$ cat config.mk
export PLATFORM = sky130hd
export DESIGN_NAME = game_round_ctrl
export DESIGN_NICKNAME = d
export VERILOG_FILES = /design/src/rtl/game_round_ctrl.sv
export SDC_FILE = /design/constraint.sdc
export NUM_CORES = 1
export LEC_CHECK = 0
export ABC_AREA = 1
export ABC_CLOCK_PERIOD_IN_PS = 2500
export CAP_MARGIN = 15
export CORE_MARGIN = 8
export CORE_UTILIZATION = 54
export CTS_CLUSTER_SIZE = 8
export DETAILED_ROUTE_END_ITERATION = 10
export PLACE_DENSITY = 0.85
export SLEW_MARGIN = 0
export SYNTH_ARGS = -nofsm -noshare
export SYNTH_HDL_FRONTEND = slang
export SYNTH_SLANG_ARGS = --single-unit
$ cat constraint.sdc
create_clock -name clk -period 2.5 [get_ports clk]
set_input_delay 0.5 -clock clk [delete_from_list [all_inputs] [get_ports clk]]
set_output_delay 0.5 -clock clk [all_outputs]
set_load 0.1 [all_outputs]
$ cat src/rtl/game_round_ctrl.sv
// ---------------------------------------------------------------------------
// game_round_ctrl
//
// Round sequencer for a mental-arithmetic game. A round shows NUM_VALUES
// random operands (one per display phase), blanks the display, waits for
// the player's answer, compares it against the operand total modulo 100,
// shows the correct total and updates a saturating score.
//
// Optional feature macro: ANSWER_TIMEOUT_EN
//   When defined, WAIT_ANS gives up after ANS_PHASES display phases and the
//   round is scored wrong. Undefined (default): WAIT_ANS waits indefinitely.
//
// Parameters
//   PHASE_TICKS  clock cycles per display phase (>= 2)
//   NUM_VALUES   operands per round (1..7)
//   ANS_PHASES   answer-window length in phases (timeout build only)
//
// Ports
//   clk         system clock, rising edge
//   rst_n       asynchronous active-low reset
//   start       round request, honoured only in IDLE
//   rand_in     operand from the external LFSR
//   rand_req    one-cycle request to advance the LFSR
//   ans_in      player answer (binary)
//   ans_valid   answer strobe
//   ans_ready   high only in WAIT_ANS
//   disp_out    value for the BCD display path (ans_in passes live in WAIT_ANS)
//   phase       encoded FSM state
//   score       saturating count of correct rounds (cleared by reset only)
//   correct     result of the last round, held until the next round starts
//   round_done  one-cycle pulse as RESULT exits
//   busy        high in every state except IDLE
// ---------------------------------------------------------------------------
module game_round_ctrl #(
    parameter int unsigned PHASE_TICKS = 10,
    parameter int unsigned NUM_VALUES  = 5,
    parameter int unsigned ANS_PHASES  = 8
) (
    input  logic       clk,
    input  logic       rst_n,
    input  logic       start,
    input  logic [4:0] rand_in,
    output logic       rand_req,
    input  logic [7:0] ans_in,
    input  logic       ans_valid,
    output logic       ans_ready,
    output logic [7:0] disp_out,
    output logic [2:0] phase,
    output logic [2:0] score,
    output logic       correct,
    output logic       round_done,
    output logic       busy
);

    typedef enum logic [2:0] {
        S_IDLE     = 3'd0,
        S_SHOW     = 3'd1,
        S_BLANK    = 3'd2,
        S_WAIT_ANS = 3'd3,
        S_CHECK    = 3'd4,
        S_RESULT   = 3'd5
    } state_t;

    localparam int unsigned   TW         = (PHASE_TICKS > 1) ? $clog2(PHASE_TICKS) : 1;
    localparam logic [TW-1:0] TICK_LAST  = TW'(PHASE_TICKS - 1);
    localparam logic [TW-1:0] TICK_LATCH = TW'(1);
    localparam logic [2:0]    SLOT_LAST  = 3'(NUM_VALUES - 1);

    state_t        r_state, w_state_nxt;
    logic [TW-1:0] r_tick, w_tick_nxt, w_tick_inc;
    logic [2:0]    r_slot, w_slot_nxt;
    logic [6:0]    r_sum, w_sum_nxt, w_sum_mod;
    logic [7:0]    w_sum_add;
    logic [7:0]    r_disp, w_disp_nxt;
    logic [7:0]    r_ans, w_ans_nxt;
    logic [2:0]    r_score, w_score_nxt;
    logic          r_correct, w_correct_nxt;
    logic          r_rand_req, w_rand_req_nxt;
    logic          r_round_done, w_round_done_nxt;

`ifdef ANSWER_TIMEOUT_EN
    localparam int unsigned   PW       = (ANS_PHASES > 1) ? $clog2(ANS_PHASES) : 1;
    localparam logic [PW-1:0] APH_LAST = PW'(ANS_PHASES - 1);
    logic [PW-1:0] r_aph, w_aph_nxt;
`endif

    assign w_tick_inc = r_tick + TW'(1);

    // Running total kept modulo 100: r_sum <= 99 and rand_in <= 31, so a
    // single conditional subtract is enough.
    assign w_sum_add = {1'b0, r_sum} + {3'b000, rand_in};
    assign w_sum_mod = (w_sum_add >= 8'd100) ? 7'(w_sum_add - 8'd100) : w_sum_add[6:0];

    always_ff @(posedge clk or negedge rst_n) begin
        if (!rst_n) begin
            r_state      <= S_IDLE;
            r_tick       <= '0;
            r_slot       <= '0;
            r_sum        <= '0;
            r_disp       <= '0;
            r_ans        <= '0;
            r_score      <= '0;
            r_correct    <= 1'b0;
            r_rand_req   <= 1'b0;
            r_round_done <= 1'b0;
`ifdef ANSWER_TIMEOUT_EN
            r_aph        <= '0;
`endif
        end else begin
            r_state      <= w_state_nxt;
            r_tick       <= w_tick_nxt;
            r_slot       <= w_slot_nxt;
            r_sum        <= w_sum_nxt;
            r_disp       <= w_disp_nxt;
            r_ans        <= w_ans_nxt;
            r_score      <= w_score_nxt;
            r_correct    <= w_correct_nxt;
            r_rand_req   <= w_rand_req_nxt;
            r_round_done <= w_round_done_nxt;
`ifdef ANSWER_TIMEOUT_EN
            r_aph        <= w_aph_nxt;
`endif
        end
    end

    always_comb begin
        w_state_nxt      = r_state;
        w_tick_nxt       = r_tick;
        w_slot_nxt       = r_slot;
        w_sum_nxt        = r_sum;
        w_disp_nxt       = r_disp;
        w_ans_nxt        = r_ans;
        w_score_nxt      = r_score;
        w_correct_nxt    = r_correct;
        w_rand_req_nxt   = 1'b0;
        w_round_done_nxt = 1'b0;
`ifdef ANSWER_TIMEOUT_EN
        w_aph_nxt        = r_aph;
`endif

        case (r_state)
            S_IDLE: begin
                if (start) begin
                    w_state_nxt    = S_SHOW;
                    w_tick_nxt     = '0;
                    w_slot_nxt     = '0;
                    w_sum_nxt      = '0;
                    w_correct_nxt  = 1'b0;
                    w_rand_req_nxt = 1'b1;
                end
            end

            S_SHOW: begin
                // The LFSR was advanced during tick 0, so its new value is
                // stable by tick 1.
                if (r_tick == TICK_LATCH) begin
                    w_disp_nxt = {3'b000, rand_in};
                    w_sum_nxt  = w_sum_mod;
                end
                if (r_tick == TICK_LAST) begin
                    w_tick_nxt = '0;
                    if (r_slot == SLOT_LAST) begin
                        w_state_nxt = S_BLANK;
                        w_disp_nxt  = '0;
                    end else begin
                        w_slot_nxt     = r_slot + 3'd1;
                        w_rand_req_nxt = 1'b1;
                    end
                end else begin
                    w_tick_nxt = w_tick_inc;
                end
            end

            S_BLANK: begin
                if (r_tick == TICK_LAST) begin
                    w_state_nxt = S_WAIT_ANS;
                    w_tick_nxt  = '0;
`ifdef ANSWER_TIMEOUT_EN
                    w_aph_nxt   = '0;
`endif
                end else begin
                    w_tick_nxt = w_tick_inc;
                end
            end

            S_WAIT_ANS: begin
                if (ans_valid) begin
                    w_ans_nxt   = ans_in;
                    w_disp_nxt  = ans_in;
                    w_state_nxt = S_CHECK;
                    w_tick_nxt  = '0;
                end
`ifdef ANSWER_TIMEOUT_EN
                else if (r_tick == TICK_LAST) begin
                    w_tick_nxt = '0;
                    if (r_aph == APH_LAST) begin
                        // 0xFF can never equal a total <= 99, so CHECK scores
                        // the expired round wrong without a separate flag.
                        w_ans_nxt   = 8'hFF;
                        w_disp_nxt  = '0;
                        w_state_nxt = S_CHECK;
                    end else begin
                        w_aph_nxt = r_aph + PW'(1);
                    end
                end else begin
                    w_tick_nxt = w_tick_inc;
                end
`endif
            end

            S_CHECK: begin
                w_correct_nxt = (r_ans == {1'b0, r_sum});
                if ((r_ans == {1'b0, r_sum}) && (r_score != 3'd7)) begin
                    w_score_nxt = r_score + 3'd1;
                end
                w_disp_nxt  = {1'b0, r_sum};
                w_state_nxt = S_RESULT;
                w_tick_nxt  = '0;
            end

            S_RESULT: begin
                if (r_tick == TICK_LAST) begin
                    w_round_done_nxt = 1'b1;
                    w_state_nxt      = S_IDLE;
                    w_tick_nxt       = '0;
                end else begin
                    w_tick_nxt = w_tick_inc;
                end
            end

            default: begin
                w_state_nxt = S_IDLE;
                w_tick_nxt  = '0;
            end
        endcase
    end

    assign rand_req   = r_rand_req;
    assign round_done = r_round_done;
    assign correct    = r_correct;
    assign score      = r_score;
    assign phase      = r_state;
    assign busy       = (r_state != S_IDLE);
    assign ans_ready  = (r_state == S_WAIT_ANS);
    assign disp_out   = (r_state == S_WAIT_ANS) ? ans_in : r_disp;

endmodule

==> results of run 1 <==
logic make-up after synthesis:
group / after synthesis / synth area share [%]
buffers and inverters: 61 / 9.46
flip-flops: 39 / 39.9
adder cells (fa/ha/maj): 14 / 7.46
XOR/XNOR: 9 / 3.22
AND/OR/NAND/NOR: 153 / 28.2
AO/OA/AOI/OAI: 53 / 11.8
path summary, 6_finish.rpt:
kind | start | endpoint | slack, ns | depth (start not counted)
min in group clk | r_ans[2]$_DFFE_PN0P_ | r_ans[2]$_DFFE_PN0P_ | 0.51 | 2
max | rand_in[3] | r_sum[3]$_DFFE_PN0P_ | 0.19 | 13
max in group asynchronous | rst_n | phase[0]$_DFFE_PN0P_ | 1.59 | 1
min reg2reg | r_ans[2]$_DFFE_PN0P_ | r_ans[2]$_DFFE_PN0P_ | 0.51 | 2
max reg2reg | r_sum[1]$_DFFE_PN0P_ | r_sum[3]$_DFFE_PN0P_ | 0.25 | 13
min | rst_n | r_disp[5]$_DFFE_PN0P_ | 0.31 | 1
metal layers:
metal	GRT usage (%)	vias up	part of all wire [%]
met4	8.63	0	3.3
li1	-	1176	-
met3	2.73	24	6.4
met2	32.9	107	49
met5	0	-	0
met1	22.7	1189	41
cells in the final DEF (no fill, tap or decap), drive strengths merged, types with 3 or more instances in the layout:
cell type      count
ha                13
o22ai              3
nor3b              3
a21oi              6
nor2              20
buf               40
clkdlybuf4s50     12
xnor2              5
inv               58
clkbuf             7
o21ai             40
nor3               5
nand3b             3
nand3             26
nand4              4
nand2             88
dfrtp             39
xor2               4
critical path, cell delays in order:
cell and delay [ns]:
clkdlybuf4s50_1 0.44, ha_1 0.34, buf_4 0.16, a21oi_1 0.19, nand2_1 0.10, nand2_1 0.07, nand2_1 0.05, xor2_1 0.22
nand2_2 0.13, nand2_2 0.12, nand2_1 0.07, nand3_1 0.07, nand2_1 0.05
final cells by class:
class	instances	area (sq um)	area share, %
sequential	39	980	29.6
clock buffer	7	96.3	2.91
clock inverter	1	7.51	0.227
tap	52	65.1	1.97
multi-input combinational	229	1380	41.6
timing repair buffer	55	564	17.1
inverter	58	218	6.58
repair_timing:
action	CTS	global route
buffers inserted	1	0
endpoints found under the hold margin	0	0
cloned	0	0
gates resized for setup	5	7
setup endpoints to repair	4	4
pin swaps	4	2
metrics by stage:
| step | cells | worst slack (ns) | TNS [ns] | hold slack [ns] |
|---|---|---|---|---|
| after global placement | 432 | -0.364 | -1.61 | 0.486 |
| after CTS | 441 | 0.0429 | 0 | 0.335 |
| after detailed placement | 432 | -0.452 | -1.99 | 0.490 |
| final | 441 | 0.190 | 0 | 0.315 |
| after floorplan | 329 | 0.112 | 0 | 0.204 |
| after global routing | 441 | -0.00613 | -0.00887 | 0.394 |
flip-flops by register name, indices dropped and copies added, names as in the netlist:
signal	count
r_sum	7
rand_req	1
round_done	1
r_slot	3
r_disp	8
r_ans	8
r_tick	4
score	3
phase	3
correct	1
==> impl_metrics.py, run 1 <==
metrics = {
    "status": {
        "status": "completed",
    },
    "global_routing": {
        "grtUsageTotal_pct": 19.0,
        "grt_pass1_wl_um": 11200,
        "grt_start_max_net_pins": 40,
        "grt_pass1_vias": 2441,
        "antenna_found_initial": 0,
        "grt.overflow.total": 0,
    },
    "floorplan": {
        "core_sq_um": 4350,
        "start_util_pct": 56.2,
        "row_count": 24,
        "dieArea_sq_um": 6940,
        "die_x_um": 83.3,
        "fp.dieH_um": 83.3,
        "io_pins": 36,
    },
    "cts": {
        "cts.sinks": 39,
        "cts_tree": "yes",
        "max-clock-path-buffers": 2,
        "cts.htree.levels": 2,
        "cts_hold_buf": 0,
        "clkTransAtPathRegs_ns": 0.08,
        "numCtsBuffers": 5,
        "root_buffer": "clkbuf_8",
        "clock_latency_ns": 0.30,
    },
    "timing": {
        "fmax_mhz": 433,
        "tightestPinTransition_ns": 0.866,
        "finalCritPeriodShare_pct": 92.4,
        "skew_ns": 0.00408,
        "finalHoldViolCount": 0,
        "period_needed_ns": 2.31,
        "slew_violations": 0,
        "setup_viol": 0,
        "relSlewSlack_pct": 42.2,
    },
    "placement": {
        "gp_congestion": 0.921,
        "place_hpwl_um": 4880,
        "place_area_sq_um": 3150,
        "port_buffers": 35,
    },
    "final_layout": {
        "n_antenna_cell": 0,
        "postLayoutCoreUtil_pct": 76.0,
        "finish.instance_area_sq_um": 3310,
        "fillers": 313,
        "drive_gt1_share_pct": 21.3,
        "layout.nets": 419,
        "syn_to_final_growth_pct": 35.2,
    },
    "setup_path": {
        "cp.arrival_ns": 2.50,
        "crit_type": "in -> reg",
        "required_ns": 2.69,
        "worstSetupEndpointType": "flip-flop",
        "startpoint_type": "primary input",
        "worst-path-max-fanout": 5,
    },
    "routing": {
        "detail_route.wl_per_cell_um": 15.0,
        "avgViaCountPerCell": 5.66,
        "dr.pass1.iters": 5,
        "vias": 2496,
        "final_antenna_net_count": 0,
        "drc": 0,
        "drtIter0Drc": 171,
        "finalWirelength_um": 6630,
    },
    "yosys": {
        "synth-warning-count": 0,
        "ys_seq_area_share_pct": 39.9,
        "async_reset_ff_share_pct": 100,
        "syn-cell-area_sq_um": 2450,
        "synth_flop_cell": "dfrtp_1",
        "avgSynthCellArea_sq_um": 7.44,
        "syn-instance-count": 329,
        "synth_area_leaders": "dfrtp_1 (40%), nand2_1 (13%), inv_1 (8.3%)",
        "yosysTopAreaCellShare_pct": 39.9,
        "synth_seq_cells": 39,
        "synth_common_cells": "nand2_1 (85), inv_1 (54), dfrtp_1 (39)",
        "yosysUniqueCellTypes": 31,
        "synth_most_common_cell": "nand2_1",
        "synth_nets": 360,
        "synth_edf_count": 0,
        "synth_top_cell_by_area": "dfrtp_1",
    },
    "job": {
        "cap_violations": 0,
    },
    "worst_hold_path": {
        "hold_path_class": "in -> async",
    },
}
Power of run 1 is not shown: default switching activity piles up to over one toggle a cycle in this logic, so the estimate is an artifact.
==> run 2: changes to the inputs <==
Settings changed: CORE_ASPECT_RATIO set to 1.75.
==> impl_metrics.py, run 2 (same netlist as run 1, synthesis figures left out) <==
metrics = {
    "floorplan": {
        "dieArea_sq_um": 7030,
        "row_count": 32,
        "io_pins": 36,
        "core_sq_um": 4400,
        "fp.dieH_um": 105,
        "start_util_pct": 55.6,
        "die_x_um": 66.9,
    },
    "setup_path": {
        "r2r-end": "r_sum[5]$_DFFE_PN0P_",
        "r2r-start": "r_sum[0]$_DFFE_PN0P_",
        "critPathLaunch": "rand_in[3]",
        "worst-path-max-fanout": 5,
        "r2r_slack_ns": 0.20,
        "required_ns": 2.68,
        "crit_chain": "clkdlybuf4s50_1 > ha_1 > buf_4 > nand2_1 > inv_1 > nand2_1 > nand3_1 > nand2_1 > nand3_1 > nand2_1 > nand2_2 > nand2_2 > nand2_1 > nand3_1 > nand2_1",
        "cp.arrival_ns": 2.49,
        "crit_top_cell": "nand2_1",
        "crit_type": "in -> reg",
        "cp_slowest_stage_delay_ns": 0.45,
        "worstSetupEndpointType": "flip-flop",
        "slowest_stage": "clkdlybuf4s50_1",
        "r2r_cells": 15,
        "startpoint_type": "primary input",
        "cp-endpoint": "r_sum[5]$_DFFE_PN0P_",
    },
    "timing": {
        "tightestPinTransition_ns": 0.866,
        "skew_ns": 0.00809,
        "fmax_mhz": 433,
        "relSlewSlack_pct": 42.2,
        "finalHoldViolCount": 0,
        "rsz0062_at_grt": "false",
        "period_needed_ns": 2.31,
        "finalCritPeriodShare_pct": 92.4,
        "setup_viol": 0,
        "slew_violations": 0,
    },
    "placement": {
        "port_buffers": 35,
        "gp_congestion": 0.934,
        "placed_cells": 428,
        "place_hpwl_um": 5440,
    },
    "final_layout": {
        "layout_commonest_cell": "nand2_1",
        "drive_gt1_share_pct": 23.0,
        "syn_to_final_growth_pct": 35.5,
        "final_cell_mix": "nand2_1 (82), inv_1 (52), dfrtp_1 (36)",
        "layout.nets": 422,
        "n_antenna_cell": 0,
        "stdcell_count": 443,
        "largestRegisters": "r_ans x8, r_disp x8, r_sum x7",
    },
    "routing": {
        "dr.pass1.iters": 4,
        "wl_met1_um": 2270,
        "avgViaCountPerCell": 5.61,
        "drc": 0,
        "final_antenna_net_count": 0,
        "wl_met3_um": 415,
        "vias": 2485,
        "detail_route.wl_per_cell_um": 15.7,
        "top_layer": "met4",
        "finalWirelength_um": 6950,
        "drtIter0Drc": 162,
        "routed-wl-met2_um": 3690,
    },
    "cts": {
        "clkTransAtPathRegs_ns": 0.08,
        "max-clock-path-buffers": 2,
        "cts.sinks": 39,
        "cts.htree.levels": 2,
        "root_buffer": "clkbuf_8",
        "clock_latency_ns": 0.30,
        "cts_tree": "yes",
        "cts_hold_buf": 0,
        "numCtsBuffers": 5,
    },
    "status": {
        "status": "completed",
    },
    "global_routing": {
        "grt_pass1_vias": 2592,
        "grt_pass1_wl_um": 11500,
        "grt_start_max_net_pins": 40,
        "grt.overflow.total": 0,
        "grtUsageTotal_pct": 20.9,
        "antenna_found_initial": 0,
    },
    "job": {
        "cap_violations": 0,
    },
    "worst_hold_path": {
        "hold_path_class": "in -> async",
    },
}
[run 2: cell count changes in the layout (fill, tap and decap cells not counted), moves of 2 or more]
| cell | change |
|---|---|
| buf_4 | +3 |
| inv_1 | -2 |
| inv_2 | +2 |
| nand2_1 | -2 |
| nand2_2 | +2 |
[run 2: final cells by class]
| cell class | count | area, sq um |
|---|---|---|
| timing repair buffer | 58 | 587 |
| multi-input combinational | 229 | 1380 |
| inverter | 58 | 218 |
| sequential | 39 | 980 |
| clock inverter | 1 | 5.00 |
| clock buffer | 7 | 86.3 |
| fill | 315 | 1090 |
| tap | 51 | 63.8 |
[run 2: routing by layer]
layer	vias up	global-route usage, %
met3	45	4.49
met2	124	35.8
met4	0	17.7
li1	1175	-
met5	-	0
met1	1141	20.0
[run 2: timing repair]
action,4_1_cts,5_1_grt
setup endpoints to repair,4,4
gates resized for setup,6,11
pin swaps,4,2
setup buffers,5,2
[run 2: critical path, delay by kind of cell]
family / cells / cell delay [ns]
adder cells (fa/ha/maj): 1 / 0.34
buffers and inverters: 3 / 0.66
AND/OR/NAND/NOR: 11 / 0.99
[run 2: worst min-delay path by stage]
stage	start	endpoint	slack [ns]	cells past startpoint
2_1_floorplan	rst_n	correct$_DFFE_PN0P_	0.20	0
3_3_place_gp	r_ans[4]$_DFFE_PN0P_	r_ans[4]$_DFFE_PN0P_	0.48	2
3_5_place_dp	r_ans[7]$_DFFE_PN0P_	r_ans[7]$_DFFE_PN0P_	0.49	2
4_1_cts	rst_n	r_tick[3]$_DFFE_PN0P_	0.34	1
5_1_grt	rst_n	r_tick[3]$_DFFE_PN0P_	0.37	1
6_report	rst_n	phase[1]$_DFFE_PN0P_	0.31	1
[run 2: per-stage QoR]
step	TNS [ns]	utilization [%]	area, sq um	hold slack (ns)	worst slack (ns)
after floorplan	0	-	2550	0.204	0.112
after global placement	-1.46	70.9	3120	0.481	-0.365
after detailed placement	-1.92	70.9	3120	0.486	-0.484
after CTS	0	74.1	3260	0.335	0.0275
after global routing	0	75.3	3320	0.373	0.0134
final	0	75.3	3320	0.305	0.191
Power of run 2 is left out for the same reason.
==> run 3: changes to the inputs <==
Settings changed: CAP_MARGIN 15 to unset, CTS_BUF_LIST set to sky130_fd_sc_hd__clkbuf_4 sky130_fd_sc_hd__clkbuf_8, SLEW_MARGIN 0 to unset.
==> impl_metrics.py, run 3 (same netlist as run 1, synthesis figures left out) <==
metrics = {
    "status": {
        "status": "completed",
    },
    "final_layout": {
        "syn_to_final_growth_pct": 35.6,
        "drive_gt1_share_pct": 23.2,
        "layout_commonest_cell": "nand2_1",
        "n_antenna_cell": 0,
        "layout.nets": 422,
        "largestRegisters": "r_ans x8, r_disp x8, r_sum x7",
        "final_cell_mix": "nand2_1 (82), inv_1 (52), dfrtp_1 (36)",
    },
    "routing": {
        "final_antenna_net_count": 0,
        "vias": 2471,
        "finalWirelength_um": 6940,
        "detail_route.wl_per_cell_um": 15.7,
        "dr.pass1.iters": 7,
        "avgViaCountPerCell": 5.58,
        "drtIter0Drc": 162,
        "drc": 0,
    },
    "setup_path": {
        "startpoint_type": "primary input",
        "slowest_stage": "clkdlybuf4s50_1",
        "r2r-start": "r_sum[0]$_DFFE_PN0P_",
        "crit_top_cell": "nand2_1",
        "worstSetupEndpointType": "flip-flop",
        "r2r_slack_ns": 0.20,
        "required_ns": 2.68,
        "r2r-end": "r_sum[5]$_DFFE_PN0P_",
        "critPathLaunch": "rand_in[3]",
        "cp_slowest_stage_delay_ns": 0.45,
        "critPathTopFamily": "simple AND/OR/NAND/NOR gates",
        "worst-path-max-fanout": 5,
        "crit_chain": "clkdlybuf4s50_1 > ha_1 > buf_4 > nand2_1 > inv_1 > nand2_1 > nand3_1 > nand2_1 > nand3_1 > nand2_1 > nand2_2 > nand2_2 > nand2_1 > nand3_1 > nand2_1",
        "critPathBufInv": 3,
        "r2r_cells": 15,
        "cp.arrival_ns": 2.49,
        "crit_type": "in -> reg",
    },
    "floorplan": {
        "dieArea_sq_um": 7030,
        "core_sq_um": 4400,
        "row_count": 32,
        "die_x_um": 66.9,
        "start_util_pct": 55.6,
        "fp.dieH_um": 105,
        "io_pins": 36,
    },
    "timing": {
        "relSlewSlack_pct": 42.3,
        "fmax_mhz": 433,
        "finalHoldViolCount": 0,
        "setup_viol": 0,
        "skew_ns": 0.00847,
        "rsz0062_at_grt": "false",
        "period_needed_ns": 2.31,
        "finalCritPeriodShare_pct": 92.4,
        "worst_slack_ns": 0.189,
        "tightestPinTransition_ns": 0.865,
        "slew_violations": 0,
    },
    "global_routing": {
        "antenna_found_initial": 0,
        "grt_pass1_wl_um": 11500,
        "grtUsageTotal_pct": 20.9,
        "grt.overflow.total": 0,
        "grt_start_max_net_pins": 40,
        "grt_pass1_vias": 2592,
    },
    "cts": {
        "cts_tree": "yes",
        "cts.htree.levels": 2,
        "numCtsBuffers": 5,
        "root_buffer": "clkbuf_8",
        "clock_latency_ns": 0.30,
        "clkTransAtPathRegs_ns": 0.08,
        "cts.sinks": 39,
        "max-clock-path-buffers": 2,
        "cts_hold_buf": 0,
    },
    "placement": {
        "gp_congestion": 0.934,
        "dp_slack_ns": -0.484,
        "place_hpwl_um": 5440,
        "port_buffers": 35,
    },
    "worst_hold_path": {
        "hold_path_class": "in -> async",
    },
    "job": {
        "cap_violations": 0,
    },
}
## run 3: cell types whose count changed in the layout (fill, tap and decap cells not counted)
| cell | before | now |
|---|---|---|
| clkbuf_4 | 0 | 1 |
| clkbuf_1 | 1 | 0 |
## run 3: how the worst max path moves through the flow
stage,to,slack (ns),cells after the start
after floorplan,disp_out[7],0.11,5
after global placement,r_sum[5]$_DFFE_PN0P_,-0.36,16
after detailed placement,r_sum[5]$_DFFE_PN0P_,-0.48,15
after CTS,r_sum[5]$_DFFE_PN0P_,0.03,17
after global routing,r_sum[2]$_DFFE_PN0P_,0.01,16
final,r_sum[5]$_DFFE_PN0P_,0.19,15
## run 3: timing repair
action | CTS | global route
pin swaps | 4 | 2
gates resized for setup | 6 | 11
endpoints found under the setup margin | 4 | 4
setup buffers | 5 | 2
## run 3: per-layer routing
| metal | track usage, % | wire length, um |
|---|---|---|
| met1 | 20.0 | 2330 |
| met2 | 35.8 | 3650 |
| met3 | 4.49 | 377 |
| met4 | 17.7 | 580 |
| met5 | 0 | 0 |
## run 3: through the flow
step           hold slack [ns]  cell area [sq um]  utilization, %  instances  TNS (ns)
3_5_place_dp             0.486               3120            70.9        428     -1.92
6_report                 0.304               3320            75.4        443         0
2_1_floorplan            0.204               2550               -        329         0
4_1_cts                  0.335               3270            74.2        441         0
5_1_grt                  0.373               3320            75.4        443         0
3_3_place_gp             0.481               3120            70.9        428     -1.46
## run 3: area by class of cell
type / count / area [sq um]
clock buffer: 7 / 90.1
clock inverter: 1 / 5.00
fill: 315 / 1080
inverter: 58 / 218
multi-input combinational: 229 / 1380
sequential: 39 / 980
tap: 51 / 63.8
timing repair buffer: 58 / 587
Power of run 3 is left out for the same reason.
